**src/rtl/fpas_issue_seq.sv**
```systemverilog
// Operand-issue sequencer for the non-pipelined FP add/sub unit: buffers requests,
// issues one at a time, waits out the adder latency and offers the result on valid/ready.
module fpas_issue_seq #(
  parameter int unsigned DEPTH   = 4,
  parameter int unsigned LATENCY = 5
) (
  input  logic        clk,
  input  logic        rst,
  input  logic        in_valid,
  output logic        in_ready,
  input  logic        in_opcode,
  input  logic [31:0] in_a,
  input  logic [31:0] in_b,
  output logic        out_valid,
  input  logic        out_ready,
  output logic [31:0] out_result,
  output logic        fpas_rst,
  output logic        fpas_start,
  output logic        fpas_opcode,
  output logic [31:0] fpas_ieee1,
  output logic [31:0] fpas_ieee2,
  input  logic [31:0] fpas_result
);

  localparam int unsigned AW = $clog2(DEPTH);
  localparam int unsigned CW = $clog2(LATENCY + 1);
  localparam logic [AW:0]   FULL_CNT = DEPTH[AW:0];
  localparam logic [CW-1:0] LAT_CNT  = LATENCY[CW-1:0];

  localparam logic [1:0] S_IDLE  = 2'd0;
  localparam logic [1:0] S_ISSUE = 2'd1;
  localparam logic [1:0] S_WAIT  = 2'd2;

  logic [64:0]   mem [DEPTH];
  logic [AW-1:0] wr_ptr;
  logic [AW-1:0] rd_ptr;
  logic [AW:0]   count;
  logic [1:0]    state;
  logic [CW-1:0] lat_cnt;
  logic          push;
  logic          pop;
  logic          full;
  logic          empty;

  // Issue only when the output slot is free or drains on this same edge,
  // so a captured result can never overwrite one still waiting.
  always_comb begin
    full     = (count == FULL_CNT);
    empty    = (count == '0);
    in_ready = !full;
    push     = in_valid && !full;
    pop      = (state == S_IDLE) && !empty && !fpas_rst && (!out_valid || out_ready);
  end

  always_ff @(posedge clk) begin
    if (push) mem[wr_ptr] <= {in_opcode, in_a, in_b};
  end

  always_ff @(posedge clk or negedge rst) begin
    if (!rst) begin
      wr_ptr <= '0;
      rd_ptr <= '0;
      count  <= '0;
    end else begin
      if (push) wr_ptr <= wr_ptr + AW'(1);
      if (pop)  rd_ptr <= rd_ptr + AW'(1);
      case ({push, pop})
        2'b10:   count <= count + (AW+1)'(1);
        2'b01:   count <= count - (AW+1)'(1);
        default: count <= count;
      endcase
    end
  end

  always_ff @(posedge clk or negedge rst) begin
    if (!rst) begin
      state       <= S_IDLE;
      lat_cnt     <= '0;
      fpas_rst    <= 1'b1;
      fpas_start  <= 1'b0;
      fpas_opcode <= 1'b0;
      fpas_ieee1  <= '0;
      fpas_ieee2  <= '0;
      out_valid   <= 1'b0;
      out_result  <= '0;
    end else begin
      fpas_rst <= 1'b0;
      if (out_valid && out_ready) out_valid <= 1'b0;
      case (state)
        S_IDLE: begin
          if (pop) begin
            {fpas_opcode, fpas_ieee1, fpas_ieee2} <= mem[rd_ptr];
            fpas_start <= 1'b1;
            state      <= S_ISSUE;
          end
        end
        S_ISSUE: begin
          fpas_start <= 1'b0;
          lat_cnt    <= CW'(1);
          state      <= S_WAIT;
        end
        S_WAIT: begin
          if (lat_cnt == LAT_CNT) begin
            out_result <= fpas_result;
            out_valid  <= 1'b1;
            lat_cnt    <= '0;
            state      <= S_IDLE;
          end else begin
            lat_cnt <= lat_cnt + CW'(1);
          end
        end
        default: begin
          fpas_start <= 1'b0;
          lat_cnt    <= '0;
          state      <= S_IDLE;
        end
      endcase
    end
  end

endmodule
```
**config.mk**
```make
export PLATFORM = sky130hd
export DESIGN_NAME = fpas_issue_seq
export DESIGN_NICKNAME = d
export VERILOG_FILES = /design/src/rtl/fpas_issue_seq.sv
export SDC_FILE = /design/constraint.sdc
export NUM_CORES = 1
export LEC_CHECK = 0
export CELL_PAD_IN_SITES_DETAIL_PLACEMENT = 0
export CELL_PAD_IN_SITES_GLOBAL_PLACEMENT = 1
export CORE_AREA = 2 2 169 171
export DETAILED_ROUTE_END_ITERATION = 8
export DIE_AREA = 0 0 171 173
export PLACE_DENSITY = 0.95
export SLEW_MARGIN = 25
export SYNTH_ARGS = -nofsm -noshare
export SYNTH_HDL_FRONTEND = slang
export SYNTH_SLANG_ARGS = --single-unit
```
**constraint.sdc**
```tcl
create_clock -name clk -period 6.13 [get_ports clk]
set_clock_uncertainty 0.2 [all_clocks]
set_input_delay 1.226 -clock clk [delete_from_list [all_inputs] [get_ports clk]]
set_output_delay 1.226 -clock clk [all_outputs]
set_load 0.01 [all_outputs]
```
Word level (Yosys, flattened, before mapping). Memories as Yosys holds them, arrays and structs flattened. A register that Yosys moved wholly into a read port is not among the register bits. Index checks and enable logic that the tools add are counted.

Register bits after elaboration: 47. Latch bits: 0. Bits in writable memories: 260. Memory bits (read-only): 0. Input port bits: 101. Output and inout bits: 101. Word-level logic and storage cells: 55. Memories kept: 1.

Add/sub/neg operators: 5. Multipliers: 0. Div/mod/pow operators: 0. Order comparisons: 0. Eq/ne operators: 8. Shift operators: 0. Multiplexer cells: 13. Bitwise operators: 1. Reductions and logical operators: 18.

Memories: mem (words 4, width 65, read ports 1, clocked after memory_dff 1, wr ports 1, line 34) `logic [64:0] mem [DEPTH];`.

Operator list (number): case mux 3 bit (3 select lines) (1); AND reduction 2 bit (4); adder 3 x 1 -> 3 bit, second input constant (2); == test 3 bit, second input constant (2); 2-to-1 mux 1 bit (6); case mux 2 bit (3 select lines) (1); case mux 3 bit (2 select lines) (1); logical AND 1 bit (5); zero test 1 bit (5); adder 2 x 1 -> 2 bit, second input constant (2); == test 2 x 1 -> 1 bit, second input constant (2); == test 2 bit, second input constant (2); 2-to-1 mux 2 bit (2); != test 2 bit, second input constant (2); zero test 3 bit (1); 2-to-1 mux 3 bit (1); subtractor 3 x 1 -> 3 bit, second input constant (1); zero test 2 bit (1); case mux 1 bit (2 select lines) (1); nonzero test 2 bit (1); logical OR 1 bit (1); inverter 1 bit (1).

Depth between registers and ports, before layout. Gate-level depths: netlist of the first run.

Depth in word-level cells: 7. Gate-level depth with buffers: 14. Gate-level depth less buffers: 10.

Worst setup path after synthesis of the first run. No wires, ideal clock.

Path kind: input port to flip-flop. Start: in in_valid. End: mem mem[0][0] (enable). Library setup time: 430 ps. Arrival time: 2793 ps. Data required time: 5500 ps. Slack: 2707 ps. Stages on the path: 1. Cell sequence: and3_1.

Word-level cells in the longest chain between the ends: 3.

Ends and longest elaborated chain: start, declared (line 9) `input logic in_valid,`; logical AND 1 bit (line 51) `push = in_valid && !full;`; 2-to-1 mux 1 bit (line 56) `if (push) mem[wr_ptr] <= {in_opcode, in_a, in_b};`; 2-to-1 mux 1 bit (implied by the code) (line 56); end, declared (line 34).

Every way passes these cells.

Final worst setup path of the first run.
Start: in out_ready. End: reg fpas_ieee2[21].

Word-level cells in the longest chain between the ends: 3.

Ends and longest elaborated chain: start, declared (line 15) `input logic out_ready,`; logical OR 1 bit (line 52) `pop = (state == S_IDLE) && !empty && !fpas_rst && (!out_valid || out_ready);`; logical AND 1 bit (line 52); AND reduction 2 bit (no line); end signal, assigned (line 92) `{fpas_opcode, fpas_ieee1, fpas_ieee2} <= mem[rd_ptr];`; end, declared (line 21) `output logic [31:0] fpas_ieee2,`.

Every way passes these cells. A chain may end at the register's enable or synchronous reset.

==> results of run 1 <==
cells by family after synthesis:
family                   share of synthesized area (%)
flip-flops                                        76.0
multiplexers                                      19.2
buffers and inverters                             1.61
AND/OR/NAND/NOR                                   1.17
AO/OA/AOI/OAI                                    0.627
adder cells (fa/ha/maj)                          0.950
XOR/XNOR                                         0.377
other                                           0.0269
power by group through the flow:
| stage | sequential [mW] | clock (mW) | combinational, mW |
|---|---|---|---|
| 5_1_grt | 3.87 | 2.50 | 2.46 |
| 4_1_cts | 3.81 | 2.41 | 2.30 |
| 6_report | 3.78 | 2.36 | 2.29 |
| 3_3_place_gp | 3.82 | 0 | 2.23 |
| 2_1_floorplan | 3.71 | 0 | 1.47 |
| 3_5_place_dp | 3.84 | 0 | 2.28 |
synthesized netlist by cell type, types with 2 or more instances:
library cell,number
nand3_1,3
nand4_1,2
clkbuf_1,8
mux4_2,65
nand2_1,4
a21oi_1,2
buf_2,12
buf_6,2
o21ai_0,6
mux2_2,70
o211ai_1,2
o311ai_0,2
and3_1,4
inv_1,11
buf_12,3
nor2b_1,2
xnor2_1,3
edfxtp_1,260
xor2_1,3
dfrtp_1,111
ha_1,9
mux2_4,28
state kept, by name, summed over array words and instances, names as in the netlist:
name and flops:
count 3, fpas_ieee2 32, lat_cnt 3, state 2
fpas_ieee1 32, fpas_rst 1, fpas_opcode 1, out_valid 1
fpas_start 1, out_result 32, mem 260, rd_ptr 2
wr_ptr 2
metal layers:
layer  wire length, um  part of all wire, %  vias to the layer above  GRT usage [%]
met5                 0                    0                        -              0
met1             10800                   41                     3432           24.2
met3              1980                  7.5                       33           4.23
met4               470                  1.8                        0           4.20
met2             13100                   50                      268           30.1
li1                  -                    -                     2954              -
worst paths after layout:
path / slack, ns / to
max: 2.72 / fpas_ieee2[21]
min: 0.30 / out_result[3]
max reg2reg: 3.05 / fpas_ieee2[21]
min reg2reg: 0.30 / out_result[3]
max in group asynchronous: 4.34 / rd_ptr[1]
min in group asynchronous: 0.36 / out_result[31]
layout make-up:
cell class | count | area [um2]
tap | 378 | 473
inverter | 11 | 41.3
sequential | 372 | 10600
multi-input combinational | 221 | 3140
clock buffer | 45 | 1020
fill | 1881 | 9930
timing repair buffer | 210 | 2130
clock inverter | 24 | 274
==> results summary, run 1 <==
The run finished with clean final reports. The peak fanout along the critical path came out at 38. The number of rows created at floorplan came out at 61. The number of warnings issued by yosys came out at 0.

The via count of the first global-routing pass came out at 7136. The routed via count divided by cell count came out at 5.30. The period utilization came out at 55.6%. The count of mapped cells out of synthesis came out at 631. Combinational cells account for 27.2% of the total power. After detailed placement, the total cell area comes to 0.0163 mm2.

The transition time at the pin with the least slew margin came out at 0.972 ns. The number of antenna violations at the first check in global routing came out at 0. The DRC violations left is 0. The count of TritonRoute iterations in the first routing pass is 4. When the netlist entered floorplanning its net count stood at 742. The synthesized netlist contains 41 unique library cells. Across the VDD grid, the largest voltage drop is 0.000271 V. The highest cell delay on the worst timing path is 0.67 ns. The share of synthesized registers carrying an async set or reset is 30.1%. The library cell with the largest summed area after synthesis is edfxtp_1. The cell internal power dissipation is 6.18 mW.

The clock network latency to the later pin of the worst-skew pair is 0.51 ns. The tool flagged a number of max-cap violations equal to 0. The standby leakage power came out at 6.31 nW. The initial detailed-routing violation count is 410.

The master of the slowest instance on the critical path is buf_4. The number of slew-limit violations in the final report is 0. The floorplan die width came out at 171 um. The end-of-flow core utilization came out at 64.1%.

The starting utilization of the core area came out at 50.5%. At the placement stage, the worst setup path has a slack of 2.18 ns. The number of gates on the worst path with buffers counted came out at 5. The synthesized area per cell is 22.1 um2. The worst hold path cell count is 1. The wire length of the first global-routing pass is 40600 um. The number of enable-type register cells in the synthesized netlist came out at 260. The number of hold-slack violations in the final timing report is 0. Broken down by cell family, the worst path's largest delay share belongs to buffers and inverters. After clock tree synthesis, the clock-pin slew on the worst setup and hold paths is 0.06 ns.

In this run the worst setup path begins at out_ready. STA classifies the critical path startpoint as an input port. The height of the die came out at 173 um.

Setup violations remaining at the end of the flow were counted as 0. The placer's final routability congestion estimate is 0.747. The post-synth design cell area is 0.0140 mm2.

The final global-route overflow total is 0. Across all setup checks in the final design, the least slack found is 2.72 ns. The worst pin sits at a relative slew slack of 35.2%. The power density over cell area is 476 mW/mm2.

Setup repair after global routing left no endpoint under its margin. 202 I/O pins were placed. The number of levels the H-tree was split into came out at 2. The final routed wire length divided by cell count is 20.9 um. By area the synthesized netlist is led by edfxtp_1 56%, dfrtp_1 20%, mux4_2 10%. The fraction of final layout cells with drive strength greater than 1 is 27.3%. The core region is 0.0276 mm2. In the layout the commonest cells are 260 x edfxtp_1, 200 x clkdlybuf4s50_1, 109 x dfrtp_1. In the synthesized netlist the dominant register cell turns out to be edfxtp_1. The combined global-route utilization of all metal layers is 18.0%. The critical path required time is 6.32 ns.

The number of input and output port buffers inserted came out at 201. The area of all placed cells without fillers is 0.0177 mm2. The longest clock path from root to sink contains 3 buffers. The remaining antenna violation count came out at 0. Counting tap cells, the placed design contains a total of 1188 instances. The launching point of the worst reg2reg path is state[0]. The worst hold path belongs to the class flip-flop to flip-flop. Relative to the synthesized area, the layout overhead comes to 26.8%.

The sum of negative setup slack is 0 ns. By startpoint and endpoint, the worst setup path is classified as input port to flip-flop. In this run the most critical hold path is launched from out_result[3].

The proportion of netlist area held by the largest area contributor came out at 55.9%. The part of the total power dissipated in sequential elements is 44.8%. The placed wire-length estimate came out at 15300 um.

The final period demand of the worst path is 3.41 ns. STA classifies the critical path endpoint as a flip-flop. After layout, the design draws a total of 8.43 mW. The clock tree from TritonCTS is yes. The count of non-filler cells in the finished layout is 1261. Derived from the worst setup path, the maximum achievable clock frequency is 294 MHz. The share of power burned in the clock network is 28.0%. The die outline area came out at 0.0296 mm2. The cell at the root of the clock tree is clkbuf_16. The total number of vias is 6687. The number of setup buffers added after CTS is 0. At the worst endpoint, the arrival time is 3.60 ns. The net count reported at finish came out at 965. The routed design has 26400 um of wire. 0 antenna diodes ended up in the layout. In this run, post-CTS repair resized a total of 0 instances. The critical path goes through clkdlybuf4s50_1, nand2b_1, and3_4, buf_4, mux2_2. Net switching is 26.7% of the power. The share of the yosys chip area belonging to registers came out at 76.0%. Final hold analysis gives a worst-case slack of 0.301 ns. The cts-stage hold buffer count is 0. The TritonCTS sink count is 372.

Leaving out fill and tap cells, the most frequent cell in the layout is edfxtp_1. Buffers inserted during clock tree synthesis total 38. The worst reg-to-reg path cell count is 6.

The maximum number of pins on one net before global-route repair came out at 67. The synthesized flop and latch total came out at 372. The buffers plus inverters on the worst setup path came out at 2. The analysis attributes to net switching a power of 2.25 mW.
Power figures use the tool's default switching activity.
==> run 2: changes to the inputs <==
--- a/config.mk
+++ b/config.mk
@@ -7,10 +7,10 @@
 export LEC_CHECK = 0
 export CELL_PAD_IN_SITES_DETAIL_PLACEMENT = 0
 export CELL_PAD_IN_SITES_GLOBAL_PLACEMENT = 1
-export CORE_AREA = 2 2 169 171
+export CORE_AREA = 2 2 186 188
 export DETAILED_ROUTE_END_ITERATION = 8
-export DIE_AREA = 0 0 171 173
-export PLACE_DENSITY = 0.95
+export DIE_AREA = 0 0 188 190
+export PLACE_DENSITY = 0.85
 export SLEW_MARGIN = 25
 export SYNTH_ARGS = -nofsm -noshare
 export SYNTH_HDL_FRONTEND = slang
==> constraint.sdc (replaced) <==
create_clock -name clk -period 2.7 [get_ports clk]
set_clock_uncertainty 0.2 [all_clocks]
set_input_delay 0.54 -clock clk [delete_from_list [all_inputs] [get_ports clk]]
set_output_delay 0.54 -clock clk [all_outputs]
set_load 0.01 [all_outputs]
==> run 2 against run 1 <==
Clock-buffer cell count rose by 9. Final cell count rose by 7.6%. Sequential power rose by 120%. Non-clock buffer count rose by 13. Global-route usage fell by 2.8 points. Register-to-register slack got worse by 2.8 ns. Hold slack barely moved. Via count rose by 0.37%. Combinational power rose by 150%. Power rose by 130%. Sequential share of layout area fell by 1.4 points. Critical endpoint is now count[2]. Largest cell class unchanged.
==> results summary, run 2 (synthesis gave the netlist of run 1 again) <==
Run status: completed (unchanged). Top library cells by usage in the layout, fill and taps aside: 260 x edfxtp_1, 199 x clkdlybuf4s50_1, 109 x dfrtp_1 (was 260 x edfxtp_1, 200 x clkdlybuf4s50_1, 109 x dfrtp_1). The worst flop-to-flop path endpoint is count[2] (was fpas_ieee2[21]).

The class of the worst hold path was flip-flop to flip-flop (unchanged). Derived from the worst setup path, the maximum achievable clock frequency is 410 MHz. The net count reported at finish was 980 (was 965). The category of the worst setup path capture point was a flip-flop (unchanged). The commonest non-fill, non-tap cell in the layout is edfxtp_1 (unchanged).

The highest cell delay on the worst timing path came out at 0.45 ns (was 0.67 ns). The clock network latency to the later pin of the worst-skew pair is 0.54 ns (was 0.51 ns). The period utilization is 90.4%. The number of slew-limit violations in the final report is 0 (unchanged). The via count of the first global-routing pass is 7331 (was 7136). The power density over cell area came out at 1080 mW/mm2 (was 476 mW/mm2).

The starting utilization of the core area came out at 41.1% (was 50.5%). The number of setup buffers added after CTS is 0 (unchanged). The beginning of the worst hold path is out_result[7] (was out_result[3]).

The clock-pin transition on the worst setup and hold timing paths came out at 0.06 ns (about the same). The number of rows created at floorplan came out at 68 (was 61). The timing startpoint of the critical path is count[1] (was out_ready).

The number of levels the H-tree was split into is 2 (unchanged). The count of TritonRoute iterations in the first routing pass is 6 (was 4). The height of the die came out at 190 um (was 173 um).

The final routed wire length divided by cell count is 19.5 um (was 20.9 um). The relative slew slack came out at 65.3% (was 35.2%). The core area is 0.0339 mm2 (was 0.0276 mm2). The wire length of the first global-routing pass is 41700 um (was 40600 um). The DRC violations left is 0 (unchanged). The post-detailed-routing wire length is 26500 um (was 26400 um). The worst reg-to-reg path cell count is 9 (was 6). The TritonCTS sink count came to 372 (unchanged). The number of buffers on the longest clock path came to 3 (unchanged). The post-detailed-placement cell area came out at 0.0168 mm2 (was 0.0163 mm2). The critical path required time is 2.95 ns (was 6.32 ns). The total I/O pin count is 202 (unchanged). The fraction of final layout cells with drive strength greater than 1 is 28.6% (was 27.3%).

Unrepaired setup endpoints after global routing: false (unchanged). The post-synthesis to final-layout area growth came to 29.9% (was 26.8%). The number of hold-slack violations in the final timing report is 0 (unchanged). The final global-route overflow total came out at 0 (unchanged). The met1 global-route usage is 19.9% (was 24.2%). The placed wire-length estimate came to 16100 um (was 15300 um).

The launching point of the worst reg2reg path is count[1] (was state[0]). The floorplan die width came out at 188 um (was 171 um). The initial detailed-routing violation count was 319 (was 410). The final setup violation count came out at 0 (unchanged). The critical path class is flip-flop to flip-flop (was input port to flip-flop). The placer's final routability congestion estimate is 0.706 (was 0.747). The worst hold path cell count is 1 (unchanged).

The routed via count divided by cell count came to 4.95 (was 5.30). The cell at the root of the clock tree is clkbuf_16 (unchanged). The highest ir drop seen on vdd is 0.000772 V (was 0.000271 V).

The clock tree from TritonCTS is yes (unchanged). The maximum number of pins on one net before global-route repair was 67 (unchanged). The transition time at the pin with the least slew margin was 0.521 ns (was 0.972 ns). The sum of negative setup slack is 0 ns (unchanged). The combined global-route utilization of all metal layers came out at 15.2% (was 18.0%). The largest delay contributor family on the critical path is simple AND/OR/NAND/NOR gates (was buffers and inverters). The type of origin of the critical path is a flip-flop (was input port).

The reported max-cap violation count is 0 (unchanged). The die outline area is 0.0357 mm2 (was 0.0296 mm2). The final period demand of the worst path is 2.44 ns. The critical path endpoint was count[2] (was fpas_ieee2[21]). The number of flip-flops in the largest register came to 260 (unchanged). The number of antenna violations at the first check in global routing came out at 1 (was 0). The total number of vias came to 6712 (was 6687). The remaining antenna violation count came out at 0 (unchanged). The count of filler cells inserted in the layout is 2603 (was 1881).

The arrival time of data at the critical path endpoint came out at 2.69 ns (was 3.60 ns). The slack of the worst reg-to-reg path is 0.26 ns (was 3.05 ns). The number of input and output port buffers inserted came out at 201 (unchanged).

The number of buffers created by CTS is 40 (was 38). The master of the slowest instance on the critical path is or3b_4 (was buf_4). The area of all placed cells without fillers came to 0.0181 mm2 (was 0.0177 mm2).

The met2 global-route usage is 25.1% (was 30.1%). The number of gates on the worst path with buffers counted came out at 9 (was 5). The standby leakage power is 6.45 nW (was 6.31 nW). List of cells traversed by the critical path: or3b_4, and2_1, inv_1, ha_4, inv_1, fa_1, xor2_1, nor2_1, xor2_1 (was clkdlybuf4s50_1, nand2b_1, and3_4, buf_4, mux2_2). The peak fanout along the critical path came out at 6 (was 38). The worst hold slack came to 0.301 ns (about the same). The most congested layer reported by global routing is met2 (unchanged).

The register containing the most flip-flops in the final layout is mem (unchanged). The met3 layer usage reported by global route is 4.15% (was 4.23%). The buffers plus inverters on the worst setup path is 2 (unchanged).
==> run 2: per-layer routing <==
layer	up-vias	share of wire (%)
li1	3014	-
met1	3444	43
met2	209	49
met3	43	6.3
met4	2	1.9
met5	-	0.060
==> run 2: power breakdown <==
part	internal [mW]	total, mW	switching, mW	leakage (nW)
Sequential	7.63	8.35	0.720	3.70
Combinational	3.35	5.70	2.35	2.09
Clock	3.33	5.51	2.18	0.663
==> run 2: worst register-to-register path, stage by stage (launching register included) <==
cell and delay [ns]:
dfrtp_1 0.41, or3b_4 0.45, and2_1 0.22, inv_1 0.11
ha_4 0.14, inv_1 0.05, fa_1 0.37, xor2_1 0.15
nor2_1 0.12, xor2_1 0.16
==> run 2: cell type report <==
cell class	instances	area, um2	area share [%]
clock buffers	54	1120	6.20
flip-flops and latches	372	10600	58.6
inverters	11	41.3	0.228
multi-input cells	221	3160	17.4
clock inverters	20	235	1.30
well taps	455	569	3.14
diodes	1	2.50	0.0138
repair buffers	223	2380	13.1
==> run 2: worst min path at each step <==
stage               slack (ns)             end
detailed placement        0.29  out_result[29]
global route              0.31   out_result[7]
floorplan                 0.04        count[0]
global placement          0.29  out_result[28]
finish                    0.30   out_result[7]
CTS                       0.30  out_result[29]
==> run 2: per-stage QoR <==
step                util, %  setup slack (ns)  total power, mW  instances
finish                 53.4             0.258             19.6       1357
global route           53.4             0.141             20.5       1356
CTS                    53.4            0.0428             19.9       1356
detailed placement     49.4            0.0973             14.3       1281
global placement       49.4             0.103             14.1       1281
floorplan                 -            0.0337             11.8        631
==> run 2: what timing repair did <==
| action | in CTS | in global routing |
|---|---|---|
| hold buffers | 1 | 0 |
| endpoints found under the hold margin | 46 | 0 |
| gates resized for setup | 1 | 1 |
| pin swaps | 0 | 0 |
| setup endpoints to repair | 1 | 1 |
==> run 3: changes to the inputs <==
--- a/config.mk
+++ b/config.mk
@@ -5,11 +5,13 @@
 export SDC_FILE = /design/constraint.sdc
 export NUM_CORES = 1
 export LEC_CHECK = 0
+export ABC_CLOCK_PERIOD_IN_PS = 2700
 export CELL_PAD_IN_SITES_DETAIL_PLACEMENT = 0
 export CELL_PAD_IN_SITES_GLOBAL_PLACEMENT = 1
 export CORE_AREA = 2 2 186 188
 export DETAILED_ROUTE_END_ITERATION = 8
 export DIE_AREA = 0 0 188 190
+export HOLD_SLACK_MARGIN = 0.03
 export PLACE_DENSITY = 0.85
 export SLEW_MARGIN = 25
 export SYNTH_ARGS = -nofsm -noshare
==> results of run 3 <==
The final DEF is identical to that of run 2; final timing and power are the same.
